===== src/rtl/ram_fifo_ctrl_if.sv =====
// Streaming FIFO handshakes plus the dual-port RAM control bundle.
// The controller binds the slave modport; the producer/consumer/RAM side binds master.
interface ram_fifo_ctrl_if #(
  parameter int DWIDTH = 8,
  parameter int AWIDTH = 8
);
  logic [DWIDTH-1:0] in_data;
  logic              in_valid;
  logic              in_ready;
  logic [DWIDTH-1:0] out_data;
  logic              out_valid;
  logic              out_ready;
  logic [AWIDTH+1:0] count;
  logic [AWIDTH-1:0] ram_addr0;
  logic [DWIDTH-1:0] ram_d0;
  logic              ram_we0;
  logic [AWIDTH-1:0] ram_addr1;
  logic [DWIDTH-1:0] ram_d1;
  logic              ram_we1;
  logic [DWIDTH-1:0] ram_q1;

  modport slave (
    input  in_data, in_valid, out_ready, ram_q1,
    output in_ready, out_data, out_valid, count,
    output ram_addr0, ram_d0, ram_we0,
    output ram_addr1, ram_d1, ram_we1
  );

  modport master (
    output in_data, in_valid, out_ready, ram_q1,
    input  in_ready, out_data, out_valid, count,
    input  ram_addr0, ram_d0, ram_we0,
    input  ram_addr1, ram_d1, ram_we1
  );
endinterface


===== src/rtl/ram_fifo_ctrl.sv =====
// FIFO controller over a dual-port sync-read RAM; a 2-entry output
// buffer hides the read latency so the stream runs at one word per cycle.
module ram_fifo_ctrl #(
  parameter int DWIDTH = 8,
  parameter int AWIDTH = 8,
  parameter int DEPTH  = 256
) (
  input  logic            clk,
  input  logic            rst,
  ram_fifo_ctrl_if.slave  bus
);
  localparam int CW = AWIDTH + 2;
  localparam logic [AWIDTH:0] FULL = (AWIDTH+1)'(DEPTH);

  logic [AWIDTH-1:0] wr_ptr_q, wr_ptr_d;
  logic [AWIDTH-1:0] rd_ptr_q, rd_ptr_d;
  logic [AWIDTH:0]   ram_count_q, ram_count_d;
  logic              rd_pending_q, rd_pending_d;
  logic [DWIDTH-1:0] buf0_q, buf0_d;
  logic [DWIDTH-1:0] buf1_q, buf1_d;
  logic [1:0]        buf_count_q, buf_count_d;

  logic       push, pop, rd_issue;
  logic [2:0] occ;
  logic [1:0] slot;

  always_comb begin
    bus.in_ready = (ram_count_q < FULL) & rst;
    push         = bus.in_valid & bus.in_ready;
    bus.out_valid = (buf_count_q != 2'd0);
    bus.out_data  = buf0_q;
    pop          = bus.out_valid & bus.out_ready;
    // slots committed after this edge: buffered + in flight - leaving
    occ          = {1'b0, buf_count_q} + {2'b0, rd_pending_q};
    rd_issue     = (ram_count_q != '0) &
                   (occ < (3'd2 + {2'b0, pop}));

    bus.ram_we0   = push;
    bus.ram_addr0 = wr_ptr_q;
    bus.ram_d0    = bus.in_data;
    bus.ram_addr1 = rd_ptr_q;
    bus.ram_d1    = '0;
    bus.ram_we1   = 1'b0;
    bus.count     = CW'(ram_count_q) + CW'(rd_pending_q)
                  + CW'(buf_count_q);
  end

  always_comb begin
    wr_ptr_d     = wr_ptr_q + AWIDTH'(push);
    rd_ptr_d     = rd_ptr_q + AWIDTH'(rd_issue);
    ram_count_d  = ram_count_q + (AWIDTH+1)'(push)
                 - (AWIDTH+1)'(rd_issue);
    rd_pending_d = rd_issue;
    buf0_d       = buf0_q;
    buf1_d       = buf1_q;
    if (pop && buf_count_q == 2'd2) buf0_d = buf1_q;
    // capture lands in the first free slot after any pop shift
    slot = buf_count_q - 2'(pop);
    if (rd_pending_q) begin
      if (slot == 2'd0) buf0_d = bus.ram_q1;
      else              buf1_d = bus.ram_q1;
    end
    buf_count_d = buf_count_q - 2'(pop) + 2'(rd_pending_q);
  end

  always_ff @(posedge clk or negedge rst) begin
    if (!rst) begin
      wr_ptr_q     <= '0;
      rd_ptr_q     <= '0;
      ram_count_q  <= '0;
      rd_pending_q <= 1'b0;
      buf0_q       <= '0;
      buf1_q       <= '0;
      buf_count_q  <= '0;
    end else begin
      wr_ptr_q     <= wr_ptr_d;
      rd_ptr_q     <= rd_ptr_d;
      ram_count_q  <= ram_count_d;
      rd_pending_q <= rd_pending_d;
      buf0_q       <= buf0_d;
      buf1_q       <= buf1_d;
      buf_count_q  <= buf_count_d;
    end
  end

  a_buf_bound: assert property (
    @(posedge clk) disable iff (!rst) buf_count_q <= 2'd2);

endmodule


===== src/flat_wrapper.sv =====
// flat-port wrapper written by rule: the top's interface ports become plain ports
module ram_fifo_ctrl_flat 
#(
  parameter int DWIDTH = 8,
  parameter int AWIDTH = 8,
  parameter int DEPTH  = 256
)
  (clk, rst, bus_in_data, bus_in_valid, bus_out_ready, bus_ram_q1, bus_in_ready, bus_out_data, bus_out_valid, bus_count, bus_ram_addr0, bus_ram_d0, bus_ram_we0, bus_ram_addr1, bus_ram_d1, bus_ram_we1);
  ram_fifo_ctrl_if #(.DWIDTH(DWIDTH), .AWIDTH(AWIDTH)) bus_i ();
  input  logic clk;
  input  logic rst;
  input wire logic [$bits(bus_i.in_data)-1:0] bus_in_data;
  input wire logic [$bits(bus_i.in_valid)-1:0] bus_in_valid;
  input wire logic [$bits(bus_i.out_ready)-1:0] bus_out_ready;
  input wire logic [$bits(bus_i.ram_q1)-1:0] bus_ram_q1;
  output wire logic [$bits(bus_i.in_ready)-1:0] bus_in_ready;
  output wire logic [$bits(bus_i.out_data)-1:0] bus_out_data;
  output wire logic [$bits(bus_i.out_valid)-1:0] bus_out_valid;
  output wire logic [$bits(bus_i.count)-1:0] bus_count;
  output wire logic [$bits(bus_i.ram_addr0)-1:0] bus_ram_addr0;
  output wire logic [$bits(bus_i.ram_d0)-1:0] bus_ram_d0;
  output wire logic [$bits(bus_i.ram_we0)-1:0] bus_ram_we0;
  output wire logic [$bits(bus_i.ram_addr1)-1:0] bus_ram_addr1;
  output wire logic [$bits(bus_i.ram_d1)-1:0] bus_ram_d1;
  output wire logic [$bits(bus_i.ram_we1)-1:0] bus_ram_we1;
  assign bus_i.in_data = bus_in_data;
  assign bus_i.in_valid = bus_in_valid;
  assign bus_i.out_ready = bus_out_ready;
  assign bus_i.ram_q1 = bus_ram_q1;
  assign bus_in_ready = bus_i.in_ready;
  assign bus_out_data = bus_i.out_data;
  assign bus_out_valid = bus_i.out_valid;
  assign bus_count = bus_i.count;
  assign bus_ram_addr0 = bus_i.ram_addr0;
  assign bus_ram_d0 = bus_i.ram_d0;
  assign bus_ram_we0 = bus_i.ram_we0;
  assign bus_ram_addr1 = bus_i.ram_addr1;
  assign bus_ram_d1 = bus_i.ram_d1;
  assign bus_ram_we1 = bus_i.ram_we1;
  ram_fifo_ctrl #(.DWIDTH(DWIDTH), .AWIDTH(AWIDTH), .DEPTH(DEPTH)) u_core (.clk(clk), .rst(rst), .bus(bus_i));
endmodule

===== config.mk =====
export PLATFORM = sky130hd
export DESIGN_NAME = ram_fifo_ctrl_flat
export DESIGN_NICKNAME = d
export VERILOG_FILES = /design/src/rtl/ram_fifo_ctrl_if.sv /design/src/rtl/ram_fifo_ctrl.sv /design/src/flat_wrapper.sv
export SDC_FILE = /design/constraint.sdc
export NUM_CORES = 1
export LEC_CHECK = 0
export ABC_AREA = 1
export BUFFER_PORTS_ARGS = -buffer_cell sky130_fd_sc_hd__buf_2
export CORE_ASPECT_RATIO = 0.8
export CORE_MARGIN = 2
export CORE_UTILIZATION = 40
export CTS_CLUSTER_DIAMETER = 150
export CTS_CLUSTER_SIZE = 14
export DETAILED_ROUTE_END_ITERATION = 7
export PLACE_DENSITY_LB_ADDON = 0.15
export SLEW_MARGIN = 20
export SYNTH_ARGS = -nofsm -noshare
export SYNTH_HDL_FRONTEND = slang
export SYNTH_SLANG_ARGS = --single-unit

===== constraint.sdc =====
create_clock -name clk -period 7.45 [get_ports clk]
set_clock_uncertainty 0.05 [all_clocks]
set_input_delay 0.745 -clock clk [delete_from_list [all_inputs] [get_ports clk]]
set_output_delay 0.745 -clock clk [all_outputs]
set_load 0.05 [all_outputs]

# Yosys cells after proc, flatten, opt, wreduce, memory -nomap -nowiden
# Cells that the tools add are included.
[totals]
regBits = 44
out_inout_bits = 54
[classes]
addsub = 10
n_lt_le_gt_ge = 2
n_eq_ne = 1
muxes = 3
bitwise_logic = 5
n_reduce_logical = 5
[op_table]
columns = ["cell", "n"]
rows = [
  ["2-to-1 mux 8 bit", 3],
  ["adder 8 x 1 -> 8 bit", 2],
  ["adder 10 x 2 -> 10 bit", 1],
  ["adder 9 x 1 -> 10 bit", 1],
  ["adder 9 x 1 -> 9 bit", 1],
  ["< comparator 9 bit (second input constant)", 1],
  ["nonzero test 9 bit", 1],
  ["subtractor 9 x 1 -> 9 bit", 1],
  ["AND 1 bit", 4],
  ["adder 2 x 1 -> 3 bit", 1],
  ["adder 2 x 1 -> 3 bit (first input constant)", 1],
  ["< comparator 3 bit", 1],
  ["adder 2 x 1 -> 2 bit", 1],
  ["equality test 2 bit (second input constant)", 1],
  ["logical NOT 2 bit", 1],
  ["AND reduction 2 bit", 1],
  ["nonzero test 2 bit", 1],
  ["subtractor 2 x 1 -> 2 bit", 1],
  ["logical AND 1 bit", 1],
  ["NOT 1 bit", 1],
]

# Longest topological paths before layout
[logic_depth]
ltp_word = 6
mapped_depth = 19

# Worst setup path before layout
# No wires, ideal clock.
[synth_timing]
kind = "input -> register"
from = "input port rst"
to = "register u_core.ram_count_q[8]"
setup_ns = 0.117
arrival_time_ns = 3.324
t_required_ns = 7.283
setup_slack_ns = 3.959
path_stages = 13
n_path_buf = 0
cell_sequence = "inv_1 -> nor2_1 -> nand2_1 -> inv_1 -> nand2_1 -> nand2_1 -> ha_1 -> inv_1 -> fa_1 -> o21ai_0 -> nand4_1 -> nand3b_1 -> nand2_1"
[synth_between]
elab_chain_cells = 4
[synth_lines]
columns = ["item", "line", "source"]
rows = [
  ["start, declared", "flat_wrapper.sv:11", "input logic rst;"],
  ["AND 1 bit", "ram_fifo_ctrl.sv:28", "bus.in_ready = (ram_count_q < FULL) & rst;"],
  ["named net bus_in_ready", "flat_wrapper.sv:16", "output wire logic [$bits(bus_i.in_ready)-1:0] bus_in_ready;"],
  ["AND 1 bit", "ram_fifo_ctrl.sv:29", "push = bus.in_valid & bus.in_ready;"],
  ["named net bus_ram_we0", "flat_wrapper.sv:22", "output wire logic [$bits(bus_i.ram_we0)-1:0] bus_ram_we0;"],
  ["adder 9 x 1 -> 9 bit", "ram_fifo_ctrl.sv:51", "ram_count_d = ram_count_q + (AWIDTH+1)'(push)"],
  ["subtractor 9 x 1 -> 9 bit", "ram_fifo_ctrl.sv:52", "- (AWIDTH+1)'(rd_issue);"],
  ["named net u_core.ram_count_d[8]", "ram_fifo_ctrl.sv:17", "logic [AWIDTH:0] ram_count_q, ram_count_d;"],
  ["end signal, assigned", "ram_fifo_ctrl.sv:78", "ram_count_q <= ram_count_d;"],
  ["end, declared", "ram_fifo_ctrl.sv:17", ""],
]
# The timed path passes the listed nets, and every way through them passes these cells.
# A chain may end at the register's enable or synchronous reset.

# Worst setup path after layout
[layout_timing]
from = "register u_core.rd_pending_q"
to = "output port bus_count[7]"
[layout_between]
elab_chain_cells = 2
[layout_lines]
columns = ["item", "line", "source"]
rows = [
  ["start, declared", "ram_fifo_ctrl.sv:18", "logic rd_pending_q, rd_pending_d;"],
  ["start signal, assigned", "ram_fifo_ctrl.sv:79", "rd_pending_q <= rd_pending_d;"],
  ["adder 9 x 1 -> 10 bit", "ram_fifo_ctrl.sv:44", "bus.count = CW'(ram_count_q) + CW'(rd_pending_q)"],
  ["adder 10 x 2 -> 10 bit", "ram_fifo_ctrl.sv:45", "+ CW'(buf_count_q);"],
  ["end, declared", "flat_wrapper.sv:19", "output wire logic [$bits(bus_i.count)-1:0] bus_count;"],
]
# No other way between the ends.

==> results_dict.tcl <==
set metrics [dict create \
    fillCellCount 641 \
    setup_violations 0 \
    synth-seq-area-share_pct 40.67 \
    worst_slew_pin_slew_ns 0.7839 \
    postSynthAreaPerCell_um2 9.178 \
    hold_viol_final 0 \
    yosysWarnings 0 \
    ctsResizeCount 0 \
    ys_ff_latch 44 \
    cts_setup_buffers 0 \
    final_util_pct 46.64 \
    dp_hpwl_um 3694 \
    firstDrtPassIters 4 \
    fmax_ghz 0.3160 \
    hold_buffers 0 \
    drtIter0Drc 43 \
    setup.worst_path.class "reg2out" \
    ctsLongestPathBuffers 2 \
    synth_cell_types 33 \
    die_h_um 77.59 \
    antenna_found_initial 0 \
    clock-sinks 44 \
    cp_data_arrival_time_ns 2.37 \
    grt_overflow_total 0 \
    antennaDiodeCount 0 \
    ios 74 \
    clock_latency_ns 0.29 \
    netlist_area_um2 2708 \
    track_usage_pct 14.52 \
    gp_congestion 0.7537 \
    fp.coreArea_um2 6474 \
    grt_pass1_vias 1818 \
    drv_cap 0 \
    htree_levels 2 \
    multi_input_area_um2 1264 \
    area_growth_pct 11.51 \
    drc 0 \
    io_buffers 48 \
    drt-total-wl_um 4878 \
    die-area_um2 7447 \
    hp-class "reg2reg" \
    required_ns 6.65 \
    cp-end-kind "primary output" \
    via_per_inst 4.453 \
    num_vias 1888 \
    routedWlPerCell_um 11.50 \
    antenna_left 0 \
    status "completed" \
    cp-start-kind "register" \
    cts_made_buffers 5 \
    cts_root_buf "clkbuf_8" \
    post-route-period-util_pct 42.48 \
    tritoncts "yes" \
    register_area_um2 1101 \
    grt_pass1_wl_um 8528 \
    post-route-min-period_ns 3.165 \
    die_width_um 95.99 \
    start_util_pct 41.82 \
    slew_viol_final 0 \
    final_nets 387 \
    synthCells 295 \
    drive_above_1_share_pct 22.35 \
    row_count 26 \
    clkTransAtPathRegs_ns 0.09 \
    slew_headroom_pct 47.74 \
    grt_max_degree 46 \
    grt_setup_unrepaired "no" \
    crit_path_max_fanout 5 \
    fin_setup_tns_ns 0 \
]
[synthesized netlist by cell type]
| library cell | number | share of area (%) |
|---|---|---|
| nor2_4 | 2 | 0.83 |
| nand3_2 | 1 | 0.37 |
| xor2_1 | 19 | 6.1 |
| nor3_1 | 2 | 0.37 |
| xnor2_1 | 4 | 1.3 |
| buf_8 | 1 | 0.55 |
| o21a_1 | 1 | 0.28 |
| nor2_1 | 15 | 2.1 |
| nor3b_1 | 1 | 0.28 |
| nand3_1 | 10 | 1.8 |
| a31oi_1 | 4 | 0.92 |
| nand2_1 | 42 | 5.8 |
| nand3b_1 | 1 | 0.28 |
| o21bai_1 | 1 | 0.28 |
| inv_1 | 55 | 7.6 |
| o211ai_1 | 6 | 1.7 |
| nand2_2 | 1 | 0.23 |
| a21oi_1 | 5 | 0.92 |
| conb_1 | 1 | 0.14 |
| nand2_4 | 1 | 0.42 |
| buf_4 | 17 | 4.7 |
| dfrtp_1 | 44 | 41 |
| inv_2 | 2 | 0.28 |
| nor2_2 | 1 | 0.23 |
| o21ai_2 | 9 | 2.9 |
| buf_2 | 1 | 0.18 |
| buf_6 | 1 | 0.42 |
| fa_1 | 3 | 2.2 |
| ha_1 | 25 | 12 |
| o21ai_0 | 11 | 2.0 |
| xor2_2 | 1 | 0.60 |
| nand4_2 | 1 | 0.46 |
| nand4_1 | 6 | 1.4 |
[final timing paths]
check                                       from                       to  slack, ns  depth (start not counted)
setup / recovery             u_core.rd_pending_q             bus_count[7]       4.29                          8
hold / removal                  u_core.buf1_q[2]         u_core.buf1_q[2]       0.44                          2
setup reg to reg           u_core.ram_count_q[6]    u_core.ram_count_q[8]       4.40                         18
hold reg to reg                 u_core.buf1_q[2]         u_core.buf1_q[2]       0.44                          2
max in group asynchronous                    rst         u_core.buf1_q[2]       6.49                          2
min in group asynchronous                    rst  u_core.bus.ram_addr1[2]       0.47                          2
[critical path, stage by stage (launching register included)]
cell	delay, ns
dfrtp_1	0.48
inv_1	0.10
fa_1	0.40
inv_1	0.09
a21oi_1	0.08
nor3b_1	0.31
nand2_1	0.17
xor2_1	0.16
buf_2	0.28
[flip-flops by register name, indices dropped and copies added, names as in the netlist]
register,cells
u_core.ram_count_q,9
u_core.buf1_q,8
u_core.bus.out_data,8
u_core.bus.ram_addr0,8
u_core.bus.ram_addr1,8
u_core.buf_count_q,2
u_core.rd_pending_q,1
[layout make-up]
class                   count  share of cell area [%]
inverters                  57                   7.087
flip-flops and latches     44                   36.47
clock buffers               5                   2.279
well taps                  84                   3.481
repair buffers             49                   8.206
clock inverters             3                  0.6216
multi-input cells         182                   41.86
[metrics by stage]
step	area (µm²)	instances	hold WS, ns	worst slack (ns)
floorplan	2738	303	0.3994	3.959
global placement	2932	416	0.4096	4.152
detailed placement	2932	416	0.4126	4.027
CTS	3019	424	0.4394	4.224
global route	3019	424	0.4579	4.027
finish	3019	424	0.4353	4.285
[kinds of logic after synthesis]
group	Yosys count	synth area share (%)
other	1	0.1385
xor gates and xnor gates	24	8.041
adders and majority gates	28	13.77
buffers and inverters	77	13.77
and+or+nand+nor	84	14.60
DFF	44	40.67
AOI/OAI and AO/OA	37	9.011
[placed cells by master (no fill, tap or decap)]
| cell type | instances |
|---|---|
| buf_4 | 1 |
| dfrtp_1 | 44 |
| nor3_1 | 2 |
| clkinv_4 | 1 |
| nand2_1 | 42 |
| nand3_1 | 10 |
| inv_2 | 2 |
| nand4_2 | 1 |
| clkinv_2 | 2 |
| nand3b_1 | 1 |
| xor2_2 | 1 |
| nor2_4 | 2 |
| buf_2 | 48 |
| nand2_4 | 1 |
| fa_1 | 3 |
| xor2_1 | 19 |
| nor2_2 | 1 |
| o21ai_2 | 9 |
| o211ai_1 | 6 |
| nand3_2 | 1 |
| clkbuf_8 | 5 |
| conb_1 | 9 |
| a21oi_1 | 5 |
| inv_1 | 55 |
| nand2_2 | 1 |
| nor3b_1 | 1 |
| ha_1 | 25 |
| xnor2_1 | 4 |
| nand4_1 | 6 |
| o21ai_0 | 11 |
| a31oi_1 | 4 |
| o21a_1 | 1 |
| o21bai_1 | 1 |
| nor2_1 | 15 |
[routing by layer]
metal	track usage, %	part of all wire [%]	wire [µm]	vias to the layer above
li1	-	-	-	984
met1	21.66	52	2536	851
met2	20.76	41	2013	47
met3	3.204	5.6	274	6
met4	4.714	1.1	53	0
met5	0	0	0	-
Power is left out: the tool's default activity adds up to more than one toggle a clock period on the data nets, which glitch-free logic cannot reach.
